## config.mk

```make
export PLATFORM = sky130hd
export DESIGN_NAME = output_port_arbiter_flat
export DESIGN_NICKNAME = d
export VERILOG_FILES = /design/src/rtl/output_port_arbiter_pkg.sv /design/src/rtl/output_port_arbiter_if.sv /design/src/rtl/output_port_arbiter_rr_arbiter.sv /design/src/rtl/output_port_arbiter.sv /design/src/flat_wrapper.sv
export SDC_FILE = /design/constraint.sdc
export NUM_CORES = 1
export LEC_CHECK = 0
export ABC_CLOCK_PERIOD_IN_PS = 4400
export CORE_ASPECT_RATIO = 1.1
export CORE_MARGIN = 5
export CORE_UTILIZATION = 45
export DETAILED_ROUTE_END_ITERATION = 16
export DONT_BUFFER_PORTS = 1
export PLACE_DENSITY = 0.63
export SLEW_MARGIN = 40
export SYNTH_ARGS = -nofsm -noshare
export SYNTH_HDL_FRONTEND = slang
export SYNTH_SLANG_ARGS = --single-unit
```

## constraint.sdc

```tcl
create_clock -name clk -period 4.4 [get_ports clk]
set_input_delay 1.32 -clock clk [delete_from_list [all_inputs] [get_ports clk]]
set_output_delay 1.32 -clock clk [all_outputs]
set_load 0.005 [all_outputs]
```

## src/rtl/output_port_arbiter_pkg.sv

```systemverilog
// Shared definitions for the mesh-router output arbiters: flit id encodings,
// arbiter FSM states, port index constants and a small pointer helper.
package output_port_arbiter_pkg;

    localparam int FLIT_ID_W = 3;
    localparam int SEL_W     = 3;

    // Front-of-FIFO flit type as carried on flit_id (one-hot encodings)
    typedef enum logic [FLIT_ID_W-1:0] {
        HEADER  = 3'b001,
        PAYLOAD = 3'b010,
        TAIL    = 3'b100
    } flit_id_t;

    typedef enum logic {
        IDLE   = 1'b0,
        LOCKED = 1'b1
    } arb_state_t;

    localparam logic [SEL_W-1:0] PORT_N = 3'd0;
    localparam logic [SEL_W-1:0] PORT_E = 3'd1;
    localparam logic [SEL_W-1:0] PORT_W = 3'd2;
    localparam logic [SEL_W-1:0] PORT_S = 3'd3;
    localparam logic [SEL_W-1:0] PORT_L = 3'd4;

    // Next port index after idx, wrapping the last port back to PORT_N
    function automatic logic [SEL_W-1:0] wrap_inc(input logic [SEL_W-1:0] idx, input int n);
        if (int'(idx) >= n - 1)
            return PORT_N;
        else
            return idx + SEL_W'(1);
    endfunction

endpackage

```

## src/rtl/output_port_arbiter_if.sv

```systemverilog
// Request/grant/credit bundle between the input-side logic and one output
// arbiter. pkt_count exists only when ARB_PKT_COUNT_EN is defined.
interface output_port_arbiter_if
    import output_port_arbiter_pkg::*;
#(
    parameter int NUM_IN = 5,
    parameter int CW     = 3
);
    logic [NUM_IN-1:0]           req;
    logic [NUM_IN-1:0]           valid;
    logic [FLIT_ID_W*NUM_IN-1:0] flit_id;
    logic                        credit_in;
    logic [NUM_IN-1:0]           grant;
    logic [NUM_IN-1:0]           pop;
    logic [SEL_W-1:0]            sel;
    logic                        flit_valid_out;
    logic [CW-1:0]               credit_cnt;
`ifdef ARB_PKT_COUNT_EN
    logic [15:0]                 pkt_count;
`endif

    // Input side: drives requests/flit status, observes grants and pops
    modport master (
        output req, valid, flit_id, credit_in,
`ifdef ARB_PKT_COUNT_EN
        input  pkt_count,
`endif
        input  grant, pop, sel, flit_valid_out, credit_cnt
    );

    // Arbiter side
    modport slave (
        input  req, valid, flit_id, credit_in,
`ifdef ARB_PKT_COUNT_EN
        output pkt_count,
`endif
        output grant, pop, sel, flit_valid_out, credit_cnt
    );

endinterface

```

## src/rtl/output_port_arbiter_rr_arbiter.sv

```systemverilog
// Combinational round-robin pick: first set candidate at or after rr_ptr,
// searching upward and wrapping. Shared by all five output arbiters.
module output_port_arbiter_rr_arbiter #(
    parameter int NUM_IN = 5,
    parameter int PW     = 3
) (
    input  logic [NUM_IN-1:0] cand,
    input  logic [PW-1:0]     rr_ptr,
    output logic [NUM_IN-1:0] pick,
    output logic              hit
);

    int            sum;
    logic [PW-1:0] idx;

    // Scan NUM_IN positions starting at rr_ptr; the first hit wins
    always_comb begin
        pick = '0;
        hit  = 1'b0;
        sum  = 0;
        idx  = '0;
        for (int off = 0; off < NUM_IN; off++) begin
            sum = int'(rr_ptr) + off;
            if (sum >= NUM_IN)
                sum = sum - NUM_IN;
            idx = sum[PW-1:0];
            if (!hit && cand[idx]) begin
                pick[idx] = 1'b1;
                hit       = 1'b1;
            end
        end
    end

endmodule

```

## src/rtl/output_port_arbiter.sv

```systemverilog
// Output-port switch allocator: round-robin grant on HEADER flits, lock held
// until the packet's TAIL transfers, credit-based flow control downstream.
// Optional ARB_PKT_COUNT_EN adds a 16-bit wrapping count of completed packets.
module output_port_arbiter
    import output_port_arbiter_pkg::*;
#(
    parameter int NUM_IN  = 5,
    parameter int CREDITS = 4,
    parameter int CW      = 3
) (
    input  logic                  clk,
    input  logic                  rst,
    output_port_arbiter_if.slave  bus
);

    localparam logic [CW-1:0] CRED_MAX = CW'(CREDITS);

    arb_state_t        state, state_nxt;
    logic [NUM_IN-1:0] grant_r;
    logic [SEL_W-1:0]  sel_r;
    logic [SEL_W-1:0]  rr_ptr;
    logic [CW-1:0]     credit_r;

    logic [NUM_IN-1:0] head_mask, tail_mask, cand, pick, pop;
    logic [SEL_W-1:0]  pick_idx;
    logic              hit, pop_any, pop_tail;

    // Classify each input's front flit and form the HEADER candidate set
    always_comb begin
        head_mask = '0;
        tail_mask = '0;
        for (int i = 0; i < NUM_IN; i++) begin
            head_mask[i] = (bus.flit_id[FLIT_ID_W*i +: FLIT_ID_W] == HEADER);
            tail_mask[i] = (bus.flit_id[FLIT_ID_W*i +: FLIT_ID_W] == TAIL);
        end
        cand = bus.req & bus.valid & head_mask;
    end

    output_port_arbiter_rr_arbiter #(
        .NUM_IN (NUM_IN),
        .PW     (SEL_W)
    ) u_rr (
        .cand   (cand),
        .rr_ptr (rr_ptr),
        .pick   (pick),
        .hit    (hit)
    );

    // Binary index of the one-hot pick, used for the crossbar select
    always_comb begin
        pick_idx = '0;
        for (int i = 0; i < NUM_IN; i++)
            if (pick[i])
                pick_idx = SEL_W'(i);
    end

    // FSM state register
    always_ff @(posedge clk or negedge rst) begin
        if (!rst)
            state <= IDLE;
        else
            state <= state_nxt;
    end

    // FSM next state: lock on a picked HEADER, unlock when the TAIL pops
    always_comb begin
        state_nxt = state;
        case (state)
            IDLE:    if (hit)      state_nxt = LOCKED;
            LOCKED:  if (pop_tail) state_nxt = IDLE;
            default:               state_nxt = IDLE;
        endcase
    end

    // FSM outputs: pop only the granted input, only while a credit remains
    always_comb begin
        pop = '0;
        if (state == LOCKED && credit_r != '0)
            pop = grant_r & bus.valid;
        pop_any  = |pop;
        pop_tail = |(pop & tail_mask);
    end

    // Grant/select capture on arbitration, release and pointer advance on TAIL
    always_ff @(posedge clk or negedge rst) begin
        if (!rst) begin
            grant_r <= '0;
            sel_r   <= '0;
            rr_ptr  <= '0;
        end else if (state == IDLE && hit) begin
            grant_r <= pick;
            sel_r   <= pick_idx;
        end else if (state == LOCKED && pop_tail) begin
            grant_r <= '0;
            rr_ptr  <= wrap_inc(sel_r, NUM_IN);
        end
    end

    // Credit counter: pop consumes, credit_in returns, saturating at CREDITS
    always_ff @(posedge clk or negedge rst) begin
        if (!rst)
            credit_r <= CRED_MAX;
        else begin
            case ({bus.credit_in, pop_any})
                2'b10:   if (credit_r != CRED_MAX) credit_r <= credit_r + CW'(1);
                2'b01:   credit_r <= credit_r - CW'(1);
                default: credit_r <= credit_r;
            endcase
        end
    end

`ifdef ARB_PKT_COUNT_EN
    logic [15:0] pkt_count_r;

    // Completed-packet counter, naturally wrapping at 16 bits
    always_ff @(posedge clk or negedge rst) begin
        if (!rst)
            pkt_count_r <= '0;
        else if (pop_tail)
            pkt_count_r <= pkt_count_r + 16'd1;
    end

    assign bus.pkt_count = pkt_count_r;
`endif

    assign bus.grant          = grant_r;
    assign bus.pop            = pop;
    assign bus.sel            = sel_r;
    assign bus.flit_valid_out = pop_any;
    assign bus.credit_cnt     = credit_r;

endmodule

```

## src/flat_wrapper.sv

```systemverilog
// flat-port wrapper written by rule: the top's interface ports become plain ports
module output_port_arbiter_flat import output_port_arbiter_pkg::*;
#(
    parameter int NUM_IN  = 5,
    parameter int CREDITS = 4,
    parameter int CW      = 3
)
  (clk, rst, bus_req, bus_valid, bus_flit_id, bus_credit_in, bus_grant, bus_pop, bus_sel, bus_flit_valid_out, bus_credit_cnt);
  output_port_arbiter_if #(.NUM_IN(NUM_IN), .CW(CW)) bus_i ();
  input  logic clk;
  input  logic rst;
  input wire logic [$bits(bus_i.req)-1:0] bus_req;
  input wire logic [$bits(bus_i.valid)-1:0] bus_valid;
  input wire logic [$bits(bus_i.flit_id)-1:0] bus_flit_id;
  input wire logic [$bits(bus_i.credit_in)-1:0] bus_credit_in;
  output wire logic [$bits(bus_i.grant)-1:0] bus_grant;
  output wire logic [$bits(bus_i.pop)-1:0] bus_pop;
  output wire logic [$bits(bus_i.sel)-1:0] bus_sel;
  output wire logic [$bits(bus_i.flit_valid_out)-1:0] bus_flit_valid_out;
  output wire logic [$bits(bus_i.credit_cnt)-1:0] bus_credit_cnt;
  assign bus_i.req = bus_req;
  assign bus_i.valid = bus_valid;
  assign bus_i.flit_id = bus_flit_id;
  assign bus_i.credit_in = bus_credit_in;
  assign bus_grant = bus_i.grant;
  assign bus_pop = bus_i.pop;
  assign bus_sel = bus_i.sel;
  assign bus_flit_valid_out = bus_i.flit_valid_out;
  assign bus_credit_cnt = bus_i.credit_cnt;
  output_port_arbiter #(.NUM_IN(NUM_IN), .CREDITS(CREDITS), .CW(CW)) u_core (.clk(clk), .rst(rst), .bus(bus_i));
endmodule
```

Word level (Yosys, flattened, before mapping)
Cells that the tools add are included.
{"block": "totals", "reg_bits": 15, "out_inout_bits": 17, "elab_cells": 128}
{"block": "classes", "add_sub_neg": 12, "order_cmp": 16, "n_eq_ne": 14, "mux": 48, "bitwise": 10, "reduce_logical": 23}
{"cell": "two-way mux 5 bit", "count": 8}
{"cell": "two-way mux 3 bit", "count": 8}
{"cell": "bitwise AND 5 bit", "count": 4}
{"cell": "< comparator 3 x 4 -> 1 bit (second input constant)", "count": 5}
{"cell": "OR 5 bit", "count": 4}
{"cell": "two-way mux 1 bit", "count": 18}
{"cell": ">= comparator 4 x 3 -> 1 bit (second input constant)", "count": 4}
{"cell": "binary-select mux 1 bit (select 3 bit)", "count": 5}
{"cell": "demux 1 bit (select 3 bit)", "count": 5}
{"cell": "equality test 3 x 1 -> 1 bit (second input constant)", "count": 5}
{"cell": "equality test 3 bit (second input constant)", "count": 5}
{"cell": ">= comparator 3 x 1 -> 1 bit (second input constant)", "count": 5}
{"cell": "subtractor 3 bit (second input constant)", "count": 5}
{"cell": "logical AND 1 bit", "count": 12}
{"cell": "OR reduction 5 bit", "count": 2}
{"cell": "adder 3 x 2 -> 4 bit (second input constant)", "count": 2}
{"cell": "adder 3 x 1 -> 3 bit (second input constant)", "count": 2}
{"cell": ">= comparator 3 bit (second input constant)", "count": 2}
{"cell": "one-hot mux 3 bit (2 select lines)", "count": 1}
{"cell": "adder 3 x 1 -> 4 bit (second input constant)", "count": 1}
{"cell": "adder 3 x 3 -> 4 bit (second input constant)", "count": 1}
{"cell": "zero test 1 bit", "count": 4}
{"cell": "two-way mux 2 bit", "count": 2}
{"cell": "AND reduction 2 bit", "count": 2}
{"cell": "other kinds (9)", "count": 11}

Depth between registers and ports, before layout
Gate-level depths: netlist (run 1).
{"block": "depth", "word_depth": 21, "mapped_depth": 14, "ltp_nobuf": 12}

Hierarchy
Synthesis (run 1) repeated with hierarchy kept, for this count alone.
{"block": "hier_totals", "hier_cells": 293, "area_unflattened_um2": 2352.3}
{"mod": "output_port_arbiter_rr_arbiter", "n_inst": 1, "cells_per_inst": 182, "area_each_um2": 1328.8, "seq_area_each_um2": 0.0}
{"mod": "output_port_arbiter", "n_inst": 1, "cells_per_inst": 111, "area_each_um2": 1023.5, "seq_area_each_um2": 376.6}

Worst setup path before layout (run 1)
OpenSTA, ideal clock, no wires.
{"block": "synth_path", "path_type": "in2out", "startpoint": "input port bus_valid[2]", "endpoint": "output port bus_flit_valid_out", "arrival_time_ns": 2.236, "required_time_ns": 3.080, "slack_ns": 0.844, "stages": 3, "path_buffers": 0, "cell_sequence": "and3_1 > nor4_2 > clkinv_1"}
{"block": "synth_between", "elab_chain_len": 3}
{"item": "from (decl)", "line": "flat_wrapper.sv:13", "source": "input wire logic [$bits(bus_i.valid)-1:0] bus_valid;"}
{"item": "bitwise AND 5 bit", "line": "output_port_arbiter.sv:79", "source": "pop = grant_r & bus.valid;"}
{"item": "two-way mux 5 bit", "line": "output_port_arbiter.sv:78", "source": "if (state == LOCKED && credit_r != '0)"}
{"item": "OR reduction 5 bit", "line": "output_port_arbiter.sv:80", "source": "pop_any = |pop;"}
{"item": "to (decl)", "line": "flat_wrapper.sv:19", "source": "output wire logic [$bits(bus_i.flit_valid_out)-1:0] bus_flit_valid_out;"}
No other way between the ends.

Final worst setup path (run 1)
{"block": "layout_path", "startpoint": "register u_core.rr_ptr[2]", "endpoint": "register u_core.sel_r[0], in the netlist u_core.bus.sel[0]"}
{"block": "layout_between", "elab_chain_len": 21}
{"item": "from (decl)", "line": "output_port_arbiter.sv:21", "source": "logic [SEL_W-1:0] rr_ptr;"}
{"item": "from (signal assigned)", "line": "output_port_arbiter.sv:95", "source": "rr_ptr <= wrap_inc(sel_r, NUM_IN);"}
{"item": "branches (longest 21 deep; another with adder 3 x 1 -> 4 bit)"}
{"item": "to (signal assigned)", "line": "output_port_arbiter.sv:92", "source": "sel_r <= pick_idx;"}
{"item": "to (decl)", "line": "output_port_arbiter.sv:20", "source": "logic [SEL_W-1:0] sel_r;"}
Parallel ways; which one is timed is not known. The select of a mux whose other input is x is not followed.
A chain may end at the register's enable or synchronous reset.

==> results of run 1 <==
[metal layers]
| metal | global-route usage | vias to the layer above | part of all wire |
|---|---|---|---|
| met5 | 0 | - | 0 |
| met4 | 0.08438 | 0 | 0.031 |
| met3 | 0.03219 | 23 | 0.071 |
| met2 | 0.3250 | 105 | 0.46 |
| met1 | 0.2759 | 1091 | 0.44 |
| li1 | - | 1143 | - |
[power by group through the flow]
stage / clock network [uW] / logic (uW) / registers [uW]
finish: 109 / 1110 / 266
floorplan: 0 / 881 / 246
detailed placement: 0 / 1080 / 271
global route: 122 / 1230 / 280
CTS: 113 / 1090 / 268
global placement: 0 / 1080 / 272
[tightest hold or removal path: cells and delay by family, from the launching register on]
kind / cells / cell delay [ns]
simple gates: 2 / 0.13
flops: 1 / 0.38
[synthesized netlist by cell type (3+ instances only)]
library cell | instances | area share
o22ai_1 | 3 | 0.0083
nor3_1 | 7 | 0.015
nand4_1 | 3 | 0.0083
o21a_1 | 3 | 0.0099
a21oi_1 | 20 | 0.044
nor4b_1 | 3 | 0.012
o211ai_1 | 5 | 0.017
nand3_1 | 26 | 0.057
or3_1 | 6 | 0.017
nor2b_1 | 9 | 0.025
and2_1 | 6 | 0.017
dfrtp_1 | 14 | 0.15
mux2i_1 | 6 | 0.026
buf_2 | 7 | 0.015
xnor2_1 | 5 | 0.019
a211oi_1 | 4 | 0.013
ha_1 | 10 | 0.055
clkbuf_1 | 5 | 0.0083
nor2_1 | 23 | 0.038
nand3b_1 | 5 | 0.017
o21ai_0 | 14 | 0.031
nand2_1 | 26 | 0.043
and3_1 | 9 | 0.025
o21ai_1 | 4 | 0.0088
o41ai_1 | 3 | 0.012
nand2b_1 | 10 | 0.028
a211o_1 | 3 | 0.012
inv_1 | 13 | 0.021
and3b_1 | 3 | 0.012
a311oi_1 | 4 | 0.015
nor4_1 | 3 | 0.0083
[worst paths after layout]
| check | startpoint | end |
|---|---|---|
| setup / recovery | u_core.rr_ptr[2] | u_core.bus.sel[0] |
| hold / removal | u_core.state | u_core.state |
| setup reg to reg | u_core.rr_ptr[2] | u_core.bus.sel[0] |
| hold reg to reg | u_core.state | u_core.state |
| max in group asynchronous | rst | u_core.bus.credit_cnt[2] |
| min in group asynchronous | rst | u_core.bus.grant[3] |
[metrics by stage]
step	total power [uW]	area (sq um)	hold WS [ns]
after floorplan	1127	2272	0.4880
after global placement	1354	2295	0.5318
after detailed placement	1348	2295	0.5391
after CTS	1467	2340	0.5515
after global routing	1631	2347	0.5749
final	1484	2347	0.5504
[registers in the layout, summed over array words and instances, names as in the netlist]
name,count
u_core.rr_ptr,3
u_core.state,1
u_core.bus.credit_cnt,3
u_core.bus.grant,5
u_core.bus.sel,3
[cell families (layout without fill, tap and decap cells)]
logic type	Yosys count	after routing	synth area share
xor gates and xnor gates	6	6	0.02313
DFF	15	15	0.1658
AOI/OAI and AO/OA	91	91	0.2952
buffers and inverters	31	23	0.06002
muxes	6	6	0.02643
and+or+nand+nor	148	148	0.3568
adders and majority gates	12	12	0.07269
[cell type report]
class | count | share of cell area
Multi-Input combinational cell | 263 | 0.7527
Sequential cell | 15 | 0.1604
Tap cell | 58 | 0.03092
Inverter | 15 | 0.02399
Clock buffer | 4 | 0.01919
Timing Repair Buffer | 4 | 0.01279
==> results.toml, run 1 <==
[grt]
grt-ovfl-total = 0
antenna_found_initial = 0
first_global_vias = 2238
gr-usage-all-layers = 0.2054
grt_max_degree = 36
grt_pass1_wl_um = 11140

[final_layout]
area_growth_pct = 3.304
multi_input_area_sq_mm = 0.001767
final_cells = 359
nets = 342
final-seq-area_sq_um = 376.6
layout_common_cells = "26 x nand3_1, 26 x nand2_1, 23 x nor2_1, 20 x a21oi_1"
final_util = 0.4727
n_antenna_cell = 0
drive_above_1_share = 0.06645
num-fill-cells = 500

[power_and_ir_drop]
clockPowerShare = 0.073
power_density_mw_per_mm2 = 632.3
p_sw_uw = 811.4
p_leak_uw = 0.0009211
sw_frac_of_total = 0.5467
power.internal_uw = 672.9
pwr-share-comb = 0.747
ir_drop_mv = 0.3341
seqPwrFrac = 0.179

[clock_tree]
root_buffer = "clkbuf_8"
clk_pin_slew_worst_paths_ns = 0.06
clkLatencyLatePin_ns = 0.25
postCtsSetupBuffers = 0
cts_resized = 0
cts_buffer_depth = 2
cts_buffers = 3
cts.sinks = 15
holdBufCountCts = 0
cts_htree_levels = 1
cts_tree = "done"

[timing]
clock_skew_ns = 0.001094
slew_headroom = 0.4562
final.setup.worst_slack_ns = 0.6471
final_hold_viol_count = 0
tightest_slew_ns = 0.8051
period_share = 0.8529
setup-violations-final = 0
max_freq_mhz = 266.5
grt_setup_unrepaired = "false"
finalMaxSlewViolations = 0
period_needed_ns = 3.753
tns_ns = 0

[routing]
num_vias = 2362
post_drt_wl_per_cell_um = 18.55
totalWireLength_um = 6661
drc_errors = 0
first_iter_violations = 250
post_drt_via_cell_ratio = 6.579
dr.pass1.iters = 6
ant_nets = 0

[placed_design]
pre_cts_slack_ns = 0.5720
dp_hpwl_um = 5333
dp_cells = 355
numPortBuffers = 0
routabilityCongestion = 1.003

[die]
std_cell_rows = 27
dieHeight_um = 84.53
io_pins = 45
initial_core_util = 0.4575
die-width_um = 77.75
dieArea_sq_mm = 0.006572
core_sq_mm = 0.004966

[critical_path]
crit_required_ns = 4.56
crit_family = "compound AO/OA/AOI/OAI gates"
slowest_stage = "o41ai_1"
crit_buf_inv = 0
crit_cells = 9
worstRegToRegCells = 9
cp-end-kind = "flop"
cp.arrival_ns = 3.91
crit_path_max_incr_delay_ns = 0.73
critPathMaxFanout = 15
path_cells = "ha_1 -> nor2b_1 -> xnor2_1 -> o41ai_1 -> nor3_2 -> o2111a_4 -> a41o_1 -> a211o_1 -> a22oi_1"
ff2ff_setup_slack_ns = 0.65
startpoint_type = "flop"
worstSetupPathType = "reg2reg"

[logic_synthesis]
async_flop_share = 1.000
ys.flop_type = "dfrtp_1"
synth_area_sq_mm = 0.002272
synth_cell_types = 67
yosysSeqAreaShare = 0.1657
synth_cells = 309
synth_edf_count = 0
ys_seq_elements = 15
syn-num-nets = 349
postSynthAreaPerCell_sq_um = 7.353
yosysWarnings = 0

[outcome]
status = "finished, final reports clean"

[flow_run]
max_cap_viol_count = 0

[hold_path]
hp-class = "reg2reg"
worstHoldPathCells = 2
Power figures use the tool's default switching activity.
==> inputs of run 2 (changes only) <==
HOLD_SLACK_MARGIN = 0.03   (was not set)
==> results of run 2 <==
No change in the layout: final DEF, timing and power equal those of run 1.
==> inputs of run 3 (changes only) <==
SYNTH_HIERARCHICAL = 1   (was not set)
==> results.toml, run 3 <==
[die]
std_cell_rows = 27
core_sq_mm = 0.005034
dieArea_sq_mm = 0.006775
dieHeight_um = 85.83
io_pins = 45
die-width_um = 78.94
initial_core_util = 0.4673

[placed_design]
placed_area_sq_mm = 0.002379
routabilityCongestion = 0.9112
pre_cts_slack_ns = 0.3973
dp_hpwl_um = 5168
numPortBuffers = 0

[logic_synthesis]
synth_edf_count = 0
yosysSeqAreaShare = 0.1601
async_flop_share = 1.000
syn-num-nets = 333
synthTopCellsByArea = "dfrtp_1 15%, nand2_1 5.6%, ha_1 5.3%"
synth_top_area_share = 0.1489
synth_area_sq_mm = 0.002352
yosysWarnings = 6
yosys.area.top_type = "dfrtp_1"
synth_common_cells = "35 x nand2_1, 27 x nor2_1, 16 x o21ai_0"
ys.flop_type = "dfrtp_1"
ys_seq_elements = 15
yosysMostFrequentCell = "nand2_1"
synth_cell_types = 78
postSynthAreaPerCell_sq_um = 8.028
synth_cells = 293

[timing]
tns_ns = 0
slew_headroom = 0.5678
max_freq_mhz = 259.8
tightest_slew_ns = 0.6415
clock_skew_ns = 0.002364
grt_setup_unrepaired = "false"
final.setup.worst_slack_ns = 0.5502
whs_ns = 0.5769
setup-violations-final = 0
period_needed_ns = 3.850
final_hold_viol_count = 0
period_share = 0.8749
finalMaxSlewViolations = 0

[routing]
post_drt_wl_per_cell_um = 18.43
num_vias = 2244
dr.pass1.iters = 4
totalWireLength_um = 6415
ant_nets = 0
post_drt_via_cell_ratio = 6.448
first_iter_violations = 192
drc_errors = 0

[critical_path]
critPathMaxFanout = 10
path_cells = "clkinv_1 -> ha_1 -> buf_4 -> nand2b_1 -> nor3_1 -> o21ai_0 -> nand4bb_4 -> nor4b_2 -> nand3_1 -> o211ai_1 -> nor2_1 -> or3_1 -> o21ai_0"
cp-end-kind = "flop"
startpoint_type = "flop"
crit_required_ns = 4.56
path_common_cell = "o21ai_0"
worstSetupPathType = "reg2reg"
crit_family = "simple AND/OR/NAND/NOR gates"
crit_path_max_incr_delay_ns = 0.60
crit_buf_inv = 2
slowest_stage = "ha_1"
cp.arrival_ns = 4.01

[grt]
grt_max_degree = 38
first_global_vias = 2133
gr-usage-all-layers = 0.1898
grt-ovfl-total = 0
grt_pass1_wl_um = 10600
antenna_found_initial = 0

[final_layout]
final_common_cell = "nand2_1"
n_antenna_cell = 0
post-route-cell-area_sq_mm = 0.002425
largest_reg_flops = 5
layout_common_cells = "35 x nand2_1, 27 x nor2_1, 16 x o21ai_0, 15 x inv_1, 14 x dfrtp_1"
drive_above_1_share = 0.1379
nets = 331
area_growth_pct = 3.085
num-fill-cells = 523

[clock_tree]
clk_pin_slew_worst_paths_ns = 0.06
postCtsSetupBuffers = 0
root_buffer = "clkbuf_8"
cts_tree = "done"
clkLatencyLatePin_ns = 0.24
cts_htree_levels = 1
holdBufCountCts = 0
cts.sinks = 15
cts_resized = 0
cts_buffers = 3
cts_buffer_depth = 2

[outcome]
status = "finished, final reports clean"

[power_and_ir_drop]
p_leak_uw = 0.0009579
power_density_mw_per_mm2 = 768.1
ir_drop_mv = 0.3296

[flow_run]
max_cap_viol_count = 0

[hold_path]
hp-class = "reg2reg"
==> run 3: changes by cell type in the layout (fill, tap and decap cells not counted), moves of 5 or more <==
cell	change
a21o_1	+5
and3_1	-7
a21oi_1	-10
a31oi_1	+6
nand2_1	+9
nand3_1	-14
==> run 3: worst paths after layout <==
check                                  start  slack, ns                        to  depth (start not counted)
max                         u_core/rr_ptr[0]       0.55         u_core/bus.sel[1]                         13
min                        u_core/bus.sel[2]       0.58         u_core/bus.sel[2]                          2
max in group asynchronous                rst       3.47  u_core/bus.credit_cnt[2]                          0
max reg2reg                 u_core/rr_ptr[0]       0.55         u_core/bus.sel[1]                         13
min in group asynchronous                rst       0.77       u_core/bus.grant[1]                          0
min reg2reg                u_core/bus.sel[2]       0.58         u_core/bus.sel[2]                          2
==> run 3: cell type report <==
cell class                      instances  area (sq um)  area share
Clock buffer                            3         41.29     0.01703
Tap cell                               58         72.57     0.02993
Timing Repair Buffer                    8         60.06     0.02477
Inverter                               16         60.06     0.02477
Clock inverter                          1         5.005    0.002064
Sequential cell                        15         376.6      0.1553
Multi-Input combinational cell        247          1809      0.7461
==> run 3: per-stage QoR <==
step,power (uW),std cells,util
floorplan,1480,293,-
global placement,1725,344,0.4725
detailed placement,1730,344,0.4725
CTS,1851,348,0.4817
global route,2020,348,0.4817
finish,1863,348,0.4817
==> run 3: power by group <==
part           switching, uW  total (uW)  internal, uW  leakage (uW)
clock                   45.4         108          62.5     0.0000255
sequential              90.0         276           186      0.000193
combinational            879        1480           600      0.000739
==> run 3: per-layer routing <==
layer	wire, um	part of all wire	up-vias	GRT usage
li1	-	-	1085	-
met1	2839	0.44	1080	0.2487
met2	3194	0.50	70	0.3328
met3	318	0.050	9	0.01681
met4	62	0.0097	0	0.05313
met5	0	0	-	0
==> run 3: cell families (layout without fill, tap and decap cells) <==
family                   count (synthesis)  in the layout  share of synthesized area
AO/OA/AOI/OAI                           83             83                     0.2814
XOR/XNOR                                 2              2                    0.01064
adder cells (fa/ha/maj)                 12             12                    0.07021
buffers and inverters                   31             28                    0.07074
flip-flops                              15             15                     0.1601
multiplexers                            10             10                    0.05425
AND/OR/NAND/NOR                        140            140                     0.3527
==> run 3: worst reg2reg max path: cells and delay by family, from the launching register on <==
| family | cells | cell delay [ns] |
|---|---|---|
| compound gates | 3 | 0.90 |
| fa+ha+maj | 1 | 0.60 |
| buf+inv | 2 | 0.51 |
| flops | 1 | 0.35 |
| simple gates | 7 | 1.43 |
